[src/rtl/switch_debouncer_if.sv]
// ---------------------------------------------------------------------------
// switch_debouncer_if
// Groups the switch-conditioning signals shared by the debouncer and its
// neighbours. The master side (switch source / bench) drives the raw
// levels. The slave side (the debouncer) returns the clean levels and the
// edge pulses.
//
// Signals:
//   sw_raw     [WIDTH]  raw asynchronous switch levels (master -> slave)
//   s_db       [WIDTH]  debounced switch levels        (slave -> master)
//   s_rise     [WIDTH]  one-cycle 0->1 event per bit   (slave -> master)
//   s_fall     [WIDTH]  one-cycle 1->0 event per bit   (slave -> master)
//   glitch_cnt [8]      saturating aborted-settle count, present only
//                       when GLITCH_COUNT_EN is defined
// ---------------------------------------------------------------------------
interface switch_debouncer_if #(
  parameter int WIDTH = 4
);
  logic [WIDTH-1:0] sw_raw;
  logic [WIDTH-1:0] s_db;
  logic [WIDTH-1:0] s_rise;
  logic [WIDTH-1:0] s_fall;
`ifdef GLITCH_COUNT_EN
  logic [7:0]       glitch_cnt;

  modport master (output sw_raw, input s_db, input s_rise, input s_fall,
                  input glitch_cnt);
  modport slave  (input sw_raw, output s_db, output s_rise, output s_fall,
                  output glitch_cnt);
`else
  modport master (output sw_raw, input s_db, input s_rise, input s_fall);
  modport slave  (input sw_raw, output s_db, output s_rise, output s_fall);
`endif
endinterface

[src/rtl/switch_debouncer.sv]
// ---------------------------------------------------------------------------
// switch_debouncer
// Brings the raw DIP-switch levels into the clock domain through a
// two-flop synchroniser. It then debounces each bit on its own with a
// stability counter. An output bit only follows its input after the input
// has disagreed with it for DEBOUNCE_CYCLES consecutive synchronised
// cycles. Any return to agreement before that discards the partial count.
// Registered one-cycle rise/fall pulses accompany every output change.
//
// Ports:
//   clk    system clock (24 MHz)
//   reset  synchronous, active-low reset
//   dbIf   switch_debouncer_if.slave: sw_raw in; s_db, s_rise, s_fall out
//
// Optional feature macro: GLITCH_COUNT_EN
//   When defined, dbIf.glitch_cnt reports a saturating 8-bit count of
//   settles that were aborted before reaching terminal count.
// ---------------------------------------------------------------------------
module switch_debouncer #(
  parameter int WIDTH           = 4,
  parameter int DEBOUNCE_CYCLES = 240000,
  parameter int CNT_W           = 18
) (
  input  logic              clk,
  input  logic              reset,
  switch_debouncer_if.slave dbIf
);

  // A bit flips on the edge where its counter already holds this value and
  // the mismatch is still present. With DEBOUNCE_CYCLES==1 the terminal
  // value is 0, so the STABLE state itself flips the bit on the first
  // mismatch.
  localparam logic [CNT_W-1:0] TermCnt = CNT_W'(DEBOUNCE_CYCLES - 1);

  logic [WIDTH-1:0] sync1_q;
  logic [WIDTH-1:0] sync2_q;
  logic [WIDTH-1:0] db_q;
  logic [WIDTH-1:0] db_d;
  logic [WIDTH-1:0] rise_q;
  logic [WIDTH-1:0] fall_q;
  logic [CNT_W-1:0] cnt_q [WIDTH];
  logic [CNT_W-1:0] cnt_d [WIDTH];
`ifdef GLITCH_COUNT_EN
  logic [WIDTH-1:0] abort;
  logic [7:0]       glitch_q;
  logic [7:0]       glitch_d;
  logic [8:0]       glitchSum;
`endif

  // Per-bit settling decision. A zero counter means STABLE and a non-zero
  // counter means SETTLING. On a mismatch the counter either advances or,
  // at terminal count, hands the new level to the output and restarts at
  // zero. A match always returns the bit to zero. If the bit was settling,
  // that return is an aborted settle (bounce).
  always_comb begin
    db_d  = db_q;
`ifdef GLITCH_COUNT_EN
    abort = '0;
`endif
    for (int i = 0; i < WIDTH; i++) begin
      cnt_d[i] = '0;
      if (sync2_q[i] != db_q[i]) begin
        if (cnt_q[i] == TermCnt) begin
          db_d[i] = sync2_q[i];
        end else begin
          cnt_d[i] = cnt_q[i] + CNT_W'(1);
        end
      end else begin
`ifdef GLITCH_COUNT_EN
        abort[i] = (cnt_q[i] != '0);
`endif
      end
    end
  end

`ifdef GLITCH_COUNT_EN
  // Several bits may abort on the same edge, so add the whole population
  // count. Then clamp at 255 instead of wrapping.
  always_comb begin
    glitchSum = {1'b0, glitch_q} + 9'($countones(abort));
    glitch_d  = glitchSum[8] ? 8'hFF : glitchSum[7:0];
  end
`endif

  // State registers. Reset wins over everything, including a bit that is
  // part-way through settling. The edge pulses are derived from db_d so
  // that they appear in the same cycle as the new debounced level.
  always_ff @(posedge clk) begin
    if (!reset) begin
      sync1_q <= '0;
      sync2_q <= '0;
      db_q    <= '0;
      rise_q  <= '0;
      fall_q  <= '0;
      for (int i = 0; i < WIDTH; i++) begin
        cnt_q[i] <= '0;
      end
`ifdef GLITCH_COUNT_EN
      glitch_q <= '0;
`endif
    end else begin
      sync1_q <= dbIf.sw_raw;
      sync2_q <= sync1_q;
      db_q    <= db_d;
      rise_q  <= db_d & ~db_q;
      fall_q  <= ~db_d & db_q;
      for (int i = 0; i < WIDTH; i++) begin
        cnt_q[i] <= cnt_d[i];
      end
`ifdef GLITCH_COUNT_EN
      glitch_q <= glitch_d;
`endif
    end
  end

  assign dbIf.s_db   = db_q;
  assign dbIf.s_rise = rise_q;
  assign dbIf.s_fall = fall_q;
`ifdef GLITCH_COUNT_EN
  assign dbIf.glitch_cnt = glitch_q;
`endif

endmodule

[src/flat_wrapper.sv]
// flat-port wrapper written by rule: the top's interface ports become plain ports
module switch_debouncer_flat 
#(
  parameter int WIDTH           = 4,
  parameter int DEBOUNCE_CYCLES = 240000,
  parameter int CNT_W           = 18
)
  (clk, reset, dbIf_sw_raw, dbIf_s_db, dbIf_s_rise, dbIf_s_fall);
  switch_debouncer_if #(.WIDTH(WIDTH)) dbIf_i ();
  input  logic clk;
  input  logic reset;
  input wire logic [$bits(dbIf_i.sw_raw)-1:0] dbIf_sw_raw;
  output wire logic [$bits(dbIf_i.s_db)-1:0] dbIf_s_db;
  output wire logic [$bits(dbIf_i.s_rise)-1:0] dbIf_s_rise;
  output wire logic [$bits(dbIf_i.s_fall)-1:0] dbIf_s_fall;
  assign dbIf_i.sw_raw = dbIf_sw_raw;
  assign dbIf_s_db = dbIf_i.s_db;
  assign dbIf_s_rise = dbIf_i.s_rise;
  assign dbIf_s_fall = dbIf_i.s_fall;
  switch_debouncer #(.WIDTH(WIDTH), .DEBOUNCE_CYCLES(DEBOUNCE_CYCLES), .CNT_W(CNT_W)) u_core (.clk(clk), .reset(reset), .dbIf(dbIf_i));
endmodule
[config.mk]
export PLATFORM = sky130hd
export DESIGN_NAME = switch_debouncer_flat
export DESIGN_NICKNAME = d
export VERILOG_FILES = /design/src/rtl/switch_debouncer_if.sv /design/src/rtl/switch_debouncer.sv /design/src/flat_wrapper.sv
export SDC_FILE = /design/constraint.sdc
export NUM_CORES = 1
export LEC_CHECK = 0
export BUFFER_PORTS_ARGS = -buffer_cell sky130_fd_sc_hd__buf_2
export CORE_ASPECT_RATIO = 1.5
export CORE_MARGIN = 2
export CORE_UTILIZATION = 60
export DETAILED_ROUTE_END_ITERATION = 10
export MAX_ROUTING_LAYER = met4
export PLACE_DENSITY = 0.83
export SYNTH_ARGS = -nofsm -noshare
export SYNTH_HDL_FRONTEND = slang
export SYNTH_SLANG_ARGS = --single-unit
[constraint.sdc]
create_clock -name clk -period 2.4 [get_ports clk]
set_input_delay 0.36 -clock clk [delete_from_list [all_inputs] [get_ports clk]]
set_output_delay 0.36 -clock clk [all_outputs]
set_load 0.05 [all_outputs]
# --- Word level (Yosys, flattened, before mapping) ---
# Memory sizes are Yosys's and may differ from the RTL's.
# Cells that the tools add are included.
word_totals:
  input_bits: 6
  word_cells: 48
  ramBits: 72
  memories: 1
  register_bits: 20
  out_inout_bits: 12
memory_table:
  columns: ["memory", "words", "word_bits", "rd", "rd_ports_with_merged_regs", "wr", "line", "rtl"]
  rows:
  - ["u_core.cnt_q", 4, 18, 4, 0, 4, "switch_debouncer.sv:41", "logic [CNT_W-1:0] cnt_q [WIDTH];"]
op_classes:
  muxes: 22
  n_eq_ne: 8
  bitwise_logic: 8
  n_addsub: 4
op_table:
  columns: ["cell", "n"]
  rows:
  - ["two-way mux 18 bit", 12]
  - ["adder 18 x 1 -> 18 bit (second input constant)", 4]
  - ["== test 18 bit (second input constant)", 4]
  - ["two-way mux 1 bit", 10]
  - ["AND 4 bit", 2]
  - ["inverter 4 bit", 2]
  - ["!= test 1 bit", 4]
  - ["OR 1 bit", 4]

# --- Depth between registers and ports, before layout ---
logic_depth:
  depth_word: 5
  mapped_depth: 7

# --- Worst setup path after synthesis ---
# OpenSTA, ideal clock, no wires.
synth_path:
  kind: "reg-to-reg"
  from: "reg u_core.db_q[0] (netlist: u_core.dbIf.s_db[0])"
  to: "mem u_core.cnt_q[0][10]"
  arrival_ns: 1.611
  required_ns: 2.272
  setup_time_ns: 0.128
  path_stages_with_launch: 6
  slack_ns: 0.662
  path_cell_list: "dfxtp_1 nor2b_1 o21ai_0 o21bai_1 clkbuf_1 nor2_1"
synth_lines:
  columns: ["item", "line", "rtl"]
  rows:
  - ["from (decl)", "switch_debouncer.sv:37", "logic [WIDTH-1:0] db_q;"]
  - ["from (signal assigned)", "switch_debouncer.sv:92", "db_q <= '0;"]
  - ["from (signal assigned)", "switch_debouncer.sv:104", "db_q <= db_d;"]
  - ["to (decl)", "switch_debouncer.sv:41", null]

==> impl_metrics.yaml <==
cts:
  cts-resized-gates: 0
  clkTransAtPathRegs_ps: 90
  cts.sinks: 92
  clk_latency_ps: 360
  h-tree-depth: 3
  root_buffer: "clkbuf_8"
  cts_tree: "done"
  hold_buffers: 0
  post-cts-setup-buffer-count: 0
  cts_inserted_buffers: 9
  cts_buffer_depth: 2
status:
  outcome: "completed"
placement:
  io_buffers: 17
  hpwl_mm: 4.89
  gp_congestion: 0.924
  dp.cells: 521
critical_path:
  cp.depth: 4
  slowest_stage: "a31o_1"
  worst-setup-path-type: "flop to flop"
  crit_buf_inv: 0
  crit_family: "simple AND/OR/NAND/NOR gates"
  r2r_cells: 4
  end_kind: "flop"
  path_cells: "or4b_1 -> nor4_1 -> a31o_1 -> nor2_1"
  worstSetupStartpointType: "flop"
  cp_max_fo: 17
  slowest_delay_ps: 580
  worstPathRequired_ps: 2620
  crit_arrival_ps: 2270
pwr:
  ir_drop_v: 0.000388
  p_leak_uw: 0.00140
  power_density_nw_per_um2: 608
drt:
  routedWlPerCell_um: 13.1
  vias: 3071
  viasPerCell: 5.72
  first_pass_iters: 4
  postRouteAntennaNets: 0
  drc: 0
  drt-total-wl_mm: 7.06
  first_iter_violations: 155
cells_and_area:
  layoutNonFillerInstCount: 537
  drive_gt1_frac: 0.0954
  diodes: 0
  nets: 466
  syn_to_final_growth_pct: 8.82
logic_synthesis:
  yosysTopAreaCell: "dfxtp_1"
  synth_top_cell_area_share: 0.467
  synth.avg_cell_area_um2: 9.02
  synthCells: 437
  yosys_warnings: 0
  syn-num-nets: 447
  synth_cell_types: 42
  synthTopCellsByCount: "dfxtp_1 (92), nor2_1 (64), xnor2_1 (29)"
  synth_seq_cells: 92
  synth_most_common_cell: "dfxtp_1"
  synthTopCellsByArea: "dfxtp_1 (47%), xnor2_1 (6.4%), nor2_1 (6.1%)"
  synth-edff-count: 0
  syn_area_um2: 3940
  ys_seq_area_frac: 0.467
  ys_async_sr_fraction: 0
  synth-main-ff-cell: "dfxtp_1"
sta:
  max_slew.worst_pin.slew_ps: 588
  finalMaxSlewViolations: 0
  clock_skew_ps: 13.9
  finalSetupViolCount: 0
  relSlewSlack: 0.608
  fmax_mhz: 487
  rsz0062_at_grt: "false"
  finalHoldViolations: 0
  final.setup.tns_ps: 0
  fin_crit_ps: 2050
  fin_crit_sh: 0.855
global_route:
  grt_first_pass_wirelength_mm: 12.4
  antenna_found_initial: 0
  grt_pass1_vias: 2914
  grt.overflow.total: 0
  grt_max_degree: 26
  grt_util_all_layers: 0.218
floorplanning:
  start_util: 0.612
  io_pins: 18
  die_h_um: 103
  die_w_um: 70.2
  die_area_um2: 7250
  rows: 36
  fp.coreArea_um2: 6440
job:
  drv_cap: 0
hold_path:
  whs_path_depth: 2
  hold_path_class: "input port to flop"
==> placed cells by master, fill, tap and decap left out, types with 7 or more instances in the layout <==
| cell | synthesis | final |
|---|---|---|
| dfxtp_1 | 92 | 92 |
| nand2_1 | 20 | 20 |
| or3_1 | 7 | 7 |
| nor3_1 | 8 | 8 |
| nor2_1 | 64 | 64 |
| buf_2 | 4 | 17 |
| nand4_1 | 24 | 24 |
| inv_1 | 11 | 11 |
| and3_1 | 15 | 15 |
| xor2_1 | 25 | 25 |
| o21ai_0 | 9 | 9 |
| and2_1 | 14 | 14 |
| clkbuf_8 | 0 | 9 |
| xnor2_1 | 29 | 29 |
| nor2b_1 | 9 | 9 |
| nor4_1 | 14 | 14 |
| a21oi_1 | 12 | 12 |
| nand3_1 | 28 | 28 |
==> per-stage QoR <==
stage | power [µW] | utilization | instance area, µm² | hold slack (ps) | worst slack, ps
CTS | 2640 | 0.666 | 4290 | 186 | 370
finish | 2610 | 0.666 | 4290 | 201 | 348
global placement | 1610 | 0.635 | 4090 | 421 | 496
detailed placement | 1610 | 0.635 | 4090 | 418 | 396
global route | 2700 | 0.666 | 4290 | 188 | 181
floorplan | 1600 | - | 3940 | 412 | 662
==> where the power goes <==
part,internal (µW),switching (µW)
Sequential,1530,5.42
Combinational,12.6,19.7
Clock,491,546
==> final cells by class <==
cell class,instances,area (µm²)
clock buffer,10,128
fill,519,2150
multi-input combinational,321,2000
inverter,11,41.3
tap,76,95.1
timing repair buffer,21,115
sequential,92,1840
clock inverter,6,71.3
==> per-layer routing <==
metal / track usage / up-vias / share of wire
li1: - / 1567 / -
met1: 0.240 / 1428 / 0.43
met2: 0.363 / 52 / 0.49
met3: 0.0504 / 24 / 0.039
met4: 0.129 / 0 / 0.042
met5: - / - / 0
==> worst paths after layout <==
| kind | start | to | slack, ps |
|---|---|---|---|
| worst max-delay path | u_core.cnt_q[0][43]$_SDFF_PP0_ | u_core.cnt_q[0][39]$_SDFF_PP0_ | 350 |
| worst min-delay path | dbIf_sw_raw[3] | u_core.sync1_q[3]$_SDFF_PN0_ | 200 |
| worst max register to register | u_core.cnt_q[0][43]$_SDFF_PP0_ | u_core.cnt_q[0][39]$_SDFF_PP0_ | 350 |
| worst min register to register | u_core.sync1_q[1]$_SDFF_PN0_ | u_core.sync2_q[1]$_SDFF_PN0_ | 440 |
==> registers in the layout (all words and copies together), names as in the netlist <==
name	flops
u_core.sync1_q	4
u_core.cnt_q	72
u_core.dbIf.s_fall	4
u_core.sync2_q	4
u_core.dbIf.s_rise	4
u_core.dbIf.s_db	4
==> kinds of logic after synthesis <==
kind of cell,count (synthesis),synth area share
and+or+nand+nor,229,0.321
DFF,92,0.467
xor gates and xnor gates,54,0.120
AOI/OAI and AO/OA,30,0.0428
buffers and inverters,24,0.0260
muxes,4,0.0102
adders and majority gates,4,0.0127
No activity file was read; power rests on OpenSTA's default activity.
